<file path="src/rtl/semaforo_pkg.sv">
// Shared state encoding, lamp patterns and duration helper for the intersection sequencer.
package semaforo_pkg;

   typedef enum logic [2:0] {
      RED_A  = 3'd0,
      MAIN_G = 3'd1,
      MAIN_Y = 3'd2,
      RED_B  = 3'd3,
      SIDE_G = 3'd4,
      SIDE_Y = 3'd5,
      FLASH  = 3'd6
   } state_t;

   localparam logic [2:0] LAMP_G   = 3'b100;
   localparam logic [2:0] LAMP_Y   = 3'b010;
   localparam logic [2:0] LAMP_R   = 3'b001;
   localparam logic [2:0] LAMP_OFF = 3'b000;

   // A zero duration would never expire, so it is promoted to one tick.
   function automatic logic [7:0] eff_dur(input int t);
      if (t < 1) begin
         return 8'd1;
      end else if (t > 255) begin
         return 8'd255;
      end else begin
         return 8'(t);
      end
   endfunction

endpackage

</file>
<file path="src/rtl/semaforo_tick_gen.sv">
// Timing-tick prescaler: one-cycle tick every TICK_DIV clocks, freezable and clearable.
module semaforo_tick_gen #(
   parameter int TICK_DIV = 50_000_000
) (
   input  logic clk,
   input  logic rst_n,
   input  logic hold,
   input  logic clear,
   output logic tick
);
   localparam int CW = (TICK_DIV > 2) ? $clog2(TICK_DIV) : 1;
   localparam logic [CW-1:0] LAST = CW'(TICK_DIV - 1);

   logic [CW-1:0] cnt;

   // Prescaler count, wrapping at TICK_DIV-1.
   always_ff @(posedge clk) begin
      if (!rst_n) begin
         cnt <= '0;
      end else if (clear) begin
         cnt <= '0;
      end else if (hold) begin
         cnt <= cnt;
      end else if (cnt == LAST) begin
         cnt <= '0;
      end else begin
         cnt <= cnt + CW'(1);
      end
   end

   assign tick = !hold && !clear && (cnt == LAST);

endmodule

</file>
<file path="src/rtl/semaforo_intersection_ctrl.sv">
// Two-way intersection sequencer: FSM, per-state tick timer and registered lamp outputs.
// Night flashing (FLASH state) is built only when SEMAFORO_NIGHT_FLASH_EN is defined.
module semaforo_intersection_ctrl
   import semaforo_pkg::*;
#(
   parameter int TICK_DIV = 50_000_000,
   parameter int GREEN_T  = 10,
   parameter int YELLOW_T = 3,
   parameter int RED_T    = 1
) (
   input  logic       clk,
   input  logic       rst_n,
   input  logic       side_req,
   input  logic       manual,
   input  logic [2:0] man_main,
   input  logic [2:0] man_side,
   input  logic       night,
   output logic [2:0] main_lamps,
   output logic [2:0] side_lamps,
   output logic       side_ack,
   output logic [2:0] state_o
);
   localparam logic [7:0] GREEN_D  = eff_dur(GREEN_T);
   localparam logic [7:0] YELLOW_D = eff_dur(YELLOW_T);
   localparam logic [7:0] RED_D    = eff_dur(RED_T);

   state_t     state;
   state_t     prev_state;
   logic [7:0] timer;
   logic [7:0] dur;
   logic       manual_q;
   logic       tick;
   logic       expired;
   logic       green_done;
   logic       night_go;

   semaforo_tick_gen #(.TICK_DIV(TICK_DIV)) u_tick (
      .clk   (clk),
      .rst_n (rst_n),
      .hold  (manual),
      .clear (manual_q & ~manual),
      .tick  (tick)
   );

   // Length of the current state in ticks.
   always_comb begin
      dur = RED_D;
      case (state)
         MAIN_G, SIDE_G: dur = GREEN_D;
         MAIN_Y, SIDE_Y: dur = YELLOW_D;
         default:        dur = RED_D;
      endcase
   end

   assign expired    = tick && (timer == dur - 8'd1);
   assign green_done = (timer >= GREEN_D - 8'd1);
   assign state_o    = state;

`ifdef SEMAFORO_NIGHT_FLASH_EN
   logic flash_on;
   assign night_go = night;
`else
   logic unused_night;
   assign unused_night = night;
   assign night_go     = 1'b0;
`endif

   // FSM, tick timer and registered lamp/ack outputs; manual freezes everything but the lamps.
   always_ff @(posedge clk) begin
      if (!rst_n) begin
         state      <= RED_A;
         prev_state <= RED_A;
         timer      <= 8'd0;
         manual_q   <= 1'b0;
         main_lamps <= LAMP_R;
         side_lamps <= LAMP_R;
         side_ack   <= 1'b0;
`ifdef SEMAFORO_NIGHT_FLASH_EN
         flash_on   <= 1'b0;
`endif
      end else if (manual) begin
         manual_q   <= 1'b1;
         main_lamps <= man_main;
         side_lamps <= man_side;
         side_ack   <= 1'b0;
      end else if (manual_q) begin
         // Restart from clearance; lamps go red at once so a frozen green never reappears.
         manual_q   <= 1'b0;
         state      <= RED_A;
         prev_state <= RED_A;
         timer      <= 8'd0;
         main_lamps <= LAMP_R;
         side_lamps <= LAMP_R;
         side_ack   <= 1'b0;
      end else begin
         prev_state <= state;
         side_ack   <= (state == SIDE_G) && (prev_state != SIDE_G);
         if (tick && !(state == MAIN_G && green_done)) begin
            timer <= timer + 8'd1;
         end
         case (state)
            RED_A: begin
               main_lamps <= LAMP_R;
               side_lamps <= LAMP_R;
               if (expired) begin
                  timer <= 8'd0;
                  state <= night_go ? FLASH : MAIN_G;
`ifdef SEMAFORO_NIGHT_FLASH_EN
                  flash_on <= 1'b1;
`endif
               end
            end
            MAIN_G: begin
               main_lamps <= LAMP_G;
               side_lamps <= LAMP_R;
               if (tick && green_done && side_req) begin
                  timer <= 8'd0;
                  state <= MAIN_Y;
               end
            end
            MAIN_Y: begin
               main_lamps <= LAMP_Y;
               side_lamps <= LAMP_R;
               if (expired) begin
                  timer <= 8'd0;
                  state <= RED_B;
               end
            end
            RED_B: begin
               main_lamps <= LAMP_R;
               side_lamps <= LAMP_R;
               if (expired) begin
                  timer <= 8'd0;
                  state <= night_go ? FLASH : SIDE_G;
`ifdef SEMAFORO_NIGHT_FLASH_EN
                  flash_on <= 1'b1;
`endif
               end
            end
            SIDE_G: begin
               main_lamps <= LAMP_R;
               side_lamps <= LAMP_G;
               if (expired) begin
                  timer <= 8'd0;
                  state <= SIDE_Y;
               end
            end
            SIDE_Y: begin
               main_lamps <= LAMP_R;
               side_lamps <= LAMP_Y;
               if (expired) begin
                  timer <= 8'd0;
                  state <= RED_A;
               end
            end
`ifdef SEMAFORO_NIGHT_FLASH_EN
            FLASH: begin
               main_lamps <= {1'b0, flash_on, 1'b0};
               side_lamps <= {2'b00, flash_on};
               if (tick) begin
                  if (!night) begin
                     timer <= 8'd0;
                     state <= RED_A;
                  end else begin
                     flash_on <= ~flash_on;
                  end
               end
            end
`endif
            default: begin
               main_lamps <= LAMP_R;
               side_lamps <= LAMP_R;
               timer      <= 8'd0;
               state      <= RED_A;
            end
         endcase
      end
   end

endmodule

</file>
<file path="config.mk">
export PLATFORM = sky130hd
export DESIGN_NAME = semaforo_intersection_ctrl
export DESIGN_NICKNAME = d
export VERILOG_FILES = /design/src/rtl/semaforo_pkg.sv /design/src/rtl/semaforo_tick_gen.sv /design/src/rtl/semaforo_intersection_ctrl.sv
export SDC_FILE = /design/constraint.sdc
export NUM_CORES = 1
export LEC_CHECK = 0
export BUFFER_PORTS_ARGS = -buffer_cell sky130_fd_sc_hd__buf_4
export CORE_MARGIN = 2
export CORE_UTILIZATION = 50
export CTS_BUF_LIST = sky130_fd_sc_hd__clkbuf_8
export CTS_CLUSTER_SIZE = 40
export DETAILED_ROUTE_END_ITERATION = 10
export PLACE_DENSITY = 0.72
export SLEW_MARGIN = 5
export SYNTH_ARGS = -nofsm -noshare
export SYNTH_HDL_FRONTEND = slang
export SYNTH_SLANG_ARGS = --single-unit
export TNS_END_PERCENT = 20
</file>
<file path="constraint.sdc">
create_clock -name clk -period 2.5 [get_ports clk]
set_input_delay 0.375 -clock clk [delete_from_list [all_inputs] [get_ports clk]]
set_output_delay 0.375 -clock clk [all_outputs]
set_load 0.02 [all_outputs]
</file>
# Yosys cells after proc, flatten, opt, wreduce, memory -nomap -nowiden
# Cells that the tools add are included.
dict set report totals {
  register_bits 48
  inputBits 11
  output_inout_bits 10
  wordCells 70
}
dict set report classes {
  add_sub_neg 3
  n_lt_le_gt_ge 1
  n_eq_ne 14
  muxes 23
  bitwise_logic 3
  n_reduce_logical 18
}
# operator count
set op_table {}
lappend op_table {{3-bit two-way mux} 12}
lappend op_table {{8-bit two-way mux} 4}
lappend op_table {{26-bit by 1-bit adder with 26-bit output, second input constant} 1}
lappend op_table {{26-bit == test, second input constant} 1}
lappend op_table {{26-bit two-way mux} 1}
lappend op_table {{3-bit inequality test, second input constant} 6}
lappend op_table {{3-bit case mux with 6 select lines} 1}
lappend op_table {{8-bit case mux with 2 select lines} 1}
lappend op_table {{3-bit case mux with 2 select lines} 2}
lappend op_table {{8-bit by 1-bit adder with 8-bit output, second input constant} 1}
lappend op_table {{8-bit == test} 1}
lappend op_table {{8-bit by 4-bit greater-or-equal comparator with 1-bit output, second input constant} 1}
lappend op_table {{1-bit logical AND} 8}
lappend op_table {{4-bit case mux with 2 select lines} 1}
lappend op_table {{8-bit by 1-bit subtractor with 8-bit output, second input constant} 1}
lappend op_table {{7-bit AND reduction} 1}
lappend op_table {{3-bit by 2-bit == test with 1-bit output, second input constant} 2}
lappend op_table {{3-bit == test, second input constant} 2}
lappend op_table {{2-bit OR reduction} 3}
lappend op_table {{5-bit OR reduction} 1}
lappend op_table {{3-bit by 1-bit == test with 1-bit output, second input constant} 1}
lappend op_table {{1-bit zero test} 3}
lappend op_table {{3-bit zero test} 1}
lappend op_table {{3-bit by 2-bit inequality test with 1-bit output, second input constant} 1}
lappend op_table {{other kinds (4)} 5}

# Logic depth before layout (Yosys ltp)
dict set report depth {
  depth_word 10
  mapped_depth 10
  depth_no_buf 9
}

# Modules after synthesis
# A second synthesis with hierarchy kept.
dict set report hier_totals {
  hier_cells 297
  area_unflattened_um2 2713.9
}
# mod instances cells_each area_each_um2 seq_area_each_um2
set by_module_without_submodules {}
lappend by_module_without_submodules {semaforo_tick_gen 1 159 1483.9 520.5}
lappend by_module_without_submodules {semaforo_intersection_ctrl 1 138 1229.9 440.4}

# Worst setup path before layout
# Ideal clock, no wire load.
dict set report synth_path {
  path_kind {reg-to-reg}
  startpoint {register u_tick.cnt[10]}
  endpoint {register state[2] (netlist: state_o[2])}
  setup_ns 0.122
  t_arrival_ns 2.395
  required_ns 2.378
  setup_slack_ns -0.017
  path_stages_with_launch 9
  n_path_buf 1
  synth_period_minus_slack_ns 2.517
  cell_sequence {dfxtp_1 -> or4b_1 -> or4_1 -> or2_0 -> buf_2 -> a211oi_2 -> nor2_1 -> and4_4 -> a221o_1}
}
dict set report synth_between {
  elab_chain_len 6
  word_cells_on_any_way 12
}
# element line_no
set synth_rtl {}
lappend synth_rtl {{start: declaration} semaforo_tick_gen.sv:14} ;# logic [CW-1:0] cnt;
lappend synth_rtl {{start signal: assignment} semaforo_tick_gen.sv:23} ;# cnt <= cnt;
lappend synth_rtl {{start signal: assignment} semaforo_tick_gen.sv:27} ;# cnt <= cnt + CW'(1);
lappend synth_rtl {{26-bit == test *} semaforo_tick_gen.sv:31} ;# assign tick = !hold && !clear && (cnt == LAST);
lappend synth_rtl {{1-bit logical AND *} semaforo_tick_gen.sv:31}
lappend synth_rtl {{1-bit logical AND (2 in a row)} semaforo_intersection_ctrl.sv:116} ;# if (tick && green_done && side_req) begin
lappend synth_rtl {{3-bit by 2-bit inequality test with 1-bit output (no source line)} -}
lappend synth_rtl {{7-bit AND reduction (no source line) *} -}
lappend synth_rtl {{end signal: assignment} semaforo_intersection_ctrl.sv:107} ;# state <= night_go ? FLASH : MAIN_G;
lappend synth_rtl {{end signal: assignment} semaforo_intersection_ctrl.sv:134} ;# state <= night_go ? FLASH : SIDE_G;
lappend synth_rtl {{end: declaration} semaforo_intersection_ctrl.sv:27} ;# state_t state;
# Mark *: on every way between the ends. The rest lies on a longest branch, timed or not.
# A chain may end at the register's enable or synchronous reset.

# Final worst setup path
dict set report layout_path {
  startpoint {register u_tick.cnt[7]}
  endpoint {register state[2] (netlist: state_o[2])}
}
# The elaborated chain is that of the path after synthesis.

==> out/results.tsv <==
metric	value	unit
largest net degree at the start of global routing	24	
clock-pin slew on the worst setup and hold paths	100	ps
final core utilization	65.0	%
Crit-path slowest cell	or4_4	
WP buf/inv	0	
EDFF count, synth	0	
# rows	24	
arrival time worst endpoint	2680	ps
Setup Buffers After CTS	0	
Final Skew	10.9	ps
Filler cells	378	
post-synthesis sequential area ratio	41.3	%
Post-route DRC	0	
sequential cell area	962	um^2
Total Die Area	5220	um^2
Initial Utilization	52.7	%
cells after synthesis	274	
Setup WS pre-CTS	-238	ps
grt met2 use	34.3	%
Slew Limit Fails	0	
# setup viols final	0	
Crit Path Category	flop to flop	
Die Span Y	72.2	um
slowest stage delay, CP	550	ps
Hold Violations, Final	0	
met1 usage in global routing	26.7	%
Routed WL	4980	um
worst skew pair latency	300	ps
switching share of power	21.8	%
clk buf depth	2	
vias in the first global route	1930	
port buffer count	19	
vias post-DR	2037	
CTS root buf	clkbuf_8	
Post-CTS Hold Buffers	0	
outcome	complete, no violations	
WP data required	2690	ps
Synth async-reset ratio	0	%
Syn Nets	289	
Cell Pwr Density	491	nW/um^2
TritonCTS clock tree	done	
htree depth	2	
cells along the critical path	or4b_1, or4_4, or2_4, a211oi_4, nor2_1, and4_4, a221o_1	
post-route minimum period	2490	ps
Flop pwr share	54.9	%
Sink Count	48	
Crit path max-delay family	simple AND/OR/NAND/NOR gates	
HP Class	input pin to flop	
top cells by area, synth	dfxtp_1, nor2_1, xor2_1	
Max-Cap Viols	0	
GR Util All Layers	20.4	%
Top Ports	21	
fmax	402	MHz
Nets	331	
peak fanout along the critical path	5	
RSZ-0062 raised after global routing	true	
Starting DRT DRC Count	141	
Slew @ Worst Pin	538	ps
max_slew headroom	63.7	%
detailed-placement wirelength estimate	3430	um
worst vdd ir	427	uV
period utilization	99.6	%
Yosys top cell area share	41.3	%
Post-Syn Area	2330	um^2
synthesis-stage register bit count	48	
Final WS setup	9.57	ps
post-synth cell types	54	
initial antenna violation count	0	
met3 Use GR	4.17	%
first-pass GRT wire length	8510	um
CP endpoint kind	flop	
Syn Area/Cell	8.50	um^2
count leader, synth	dfxtp_1	
Gate power share	5.7	%
Yosys warning count	0	
Core Area	4410	um^2
most crowded layer after global routing	met2	
Clk pwr share	39.3	%
vias per cell	5.52	
post-synth top area cell	dfxtp_1	
Post-DRT Antenna Nets	0	
chip width	72.2	um
GRT overflow	0	
Syn-to-layout area delta	23.3	%
startpoint types	flop	
Int Power	1100	uW
Post-synth top cells	dfxtp_1, nor2_1, nand2_1	
Wirelength per Cell	13.5	um
Net Sw Power	307	uW
diode count	0	
leakage power	0.00106	uW
number of buffers created by CTS	5	
multi-input combinational cell area	1340	um^2
Post-synth top flop	dfxtp_1	
RD Place Congestion	0.800	
DR pass1 iterations	4	
setup_tns	0	ps
share of cells above drive strength 1	22.1	%
[timing repair]
item | in CTS | in global routing
pin swaps | 1 | 2
gates resized for setup | 3 | 7
setup endpoints to repair | 32 | 32
[flip-flops by register name, indices dropped and copies added, names as in the netlist]
name and count:
prev_state 3, side_lamps 3, manual_q 1, state_o 3, main_lamps 3, timer 8, u_tick.cnt 26, side_ack 1
[power by group through the flow]
stage                     logic, uW  registers, uW  clock network [uW]
final                          81.0            775                 554
after CTS                      79.9            775                 573
after floorplan                36.2            797                   0
after global routing           88.2            775                 601
after detailed placement       79.2            793                   0
after global placement         77.4            792                   0
[cells by family (layout without fill, tap and decap cells)]
kind of cell | Yosys count | in the layout | synth area share [%]
simple gates | 124 | 124 | 28.4
mux | 1 | 1 | 0.484
buf+inv | 19 | 62 | 3.28
flops | 48 | 48 | 41.3
xor+xnor | 24 | 24 | 9.03
fa+ha+maj | 4 | 4 | 2.15
compound gates | 54 | 54 | 15.4
[through the flow]
| stage | instances | power [uW] | hold WS [ps] | cell area [um^2] |
|---|---|---|---|---|
| after global routing | 369 | 1460 | 258 | 2870 |
| final | 369 | 1410 | 271 | 2870 |
| after floorplan | 274 | 834 | 414 | 2330 |
| after global placement | 361 | 870 | 437 | 2710 |
| after CTS | 369 | 1430 | 263 | 2830 |
| after detailed placement | 361 | 872 | 435 | 2710 |
[final timing paths]
path / from / endpoint / cells after the start / slack (ps)
setup / recovery: u_tick.cnt[7] / state_o[2] / 7 / 10
hold / removal: man_side[2] / side_lamps[2] / 3 / 270
setup reg to reg: u_tick.cnt[7] / state_o[2] / 7 / 10
hold reg to reg: prev_state[2] / side_ack / 1 / 460
[area by class of cell]
cell class | count | share of cell area, %
flip-flops and latches | 48 | 33.5
clock inverters | 3 | 1.48
repair buffers | 48 | 13.0
well taps | 52 | 2.27
clock buffers | 5 | 2.40
multi-input cells | 207 | 46.6
inverters | 6 | 0.785
[cell usage in the layout (no fill, tap or decap), types with 3 or more instances in the layout]
cell type | Yosys | routed
a31oi_1 | 7 | 7
nand4_1 | 8 | 8
and3_1 | 5 | 5
xor2_1 | 13 | 13
and2_1 | 4 | 4
a22o_1 | 4 | 4
nor2b_1 | 7 | 7
inv_1 | 5 | 5
dfxtp_1 | 48 | 47
ha_1 | 4 | 4
nand2_1 | 27 | 26
nor2_1 | 33 | 33
buf_4 | 0 | 47
o211ai_1 | 3 | 3
nor3_1 | 5 | 3
clkbuf_8 | 0 | 5
xnor2_1 | 11 | 11
o21ai_0 | 12 | 12
nand3_1 | 10 | 10
a21oi_1 | 11 | 11
[tightest hold or removal path, delay by kind of cell]
kind | cells | cell delay [ps]
AO/OA/AOI/OAI | 1 | 60
buffers and inverters | 1 | 80
AND/OR/NAND/NOR | 1 | 30
[routing by layer]
layer | wire length, um | vias up | part of all wire [%]
met5 | 0 | - | 0
met4 | 43 | 0 | 0.86
met3 | 166 | 5 | 3.3
met2 | 2460 | 30 | 49
met1 | 2310 | 944 | 46
li1 | - | 1058 | -
Note: power is estimated with default switching activity, not from simulation.
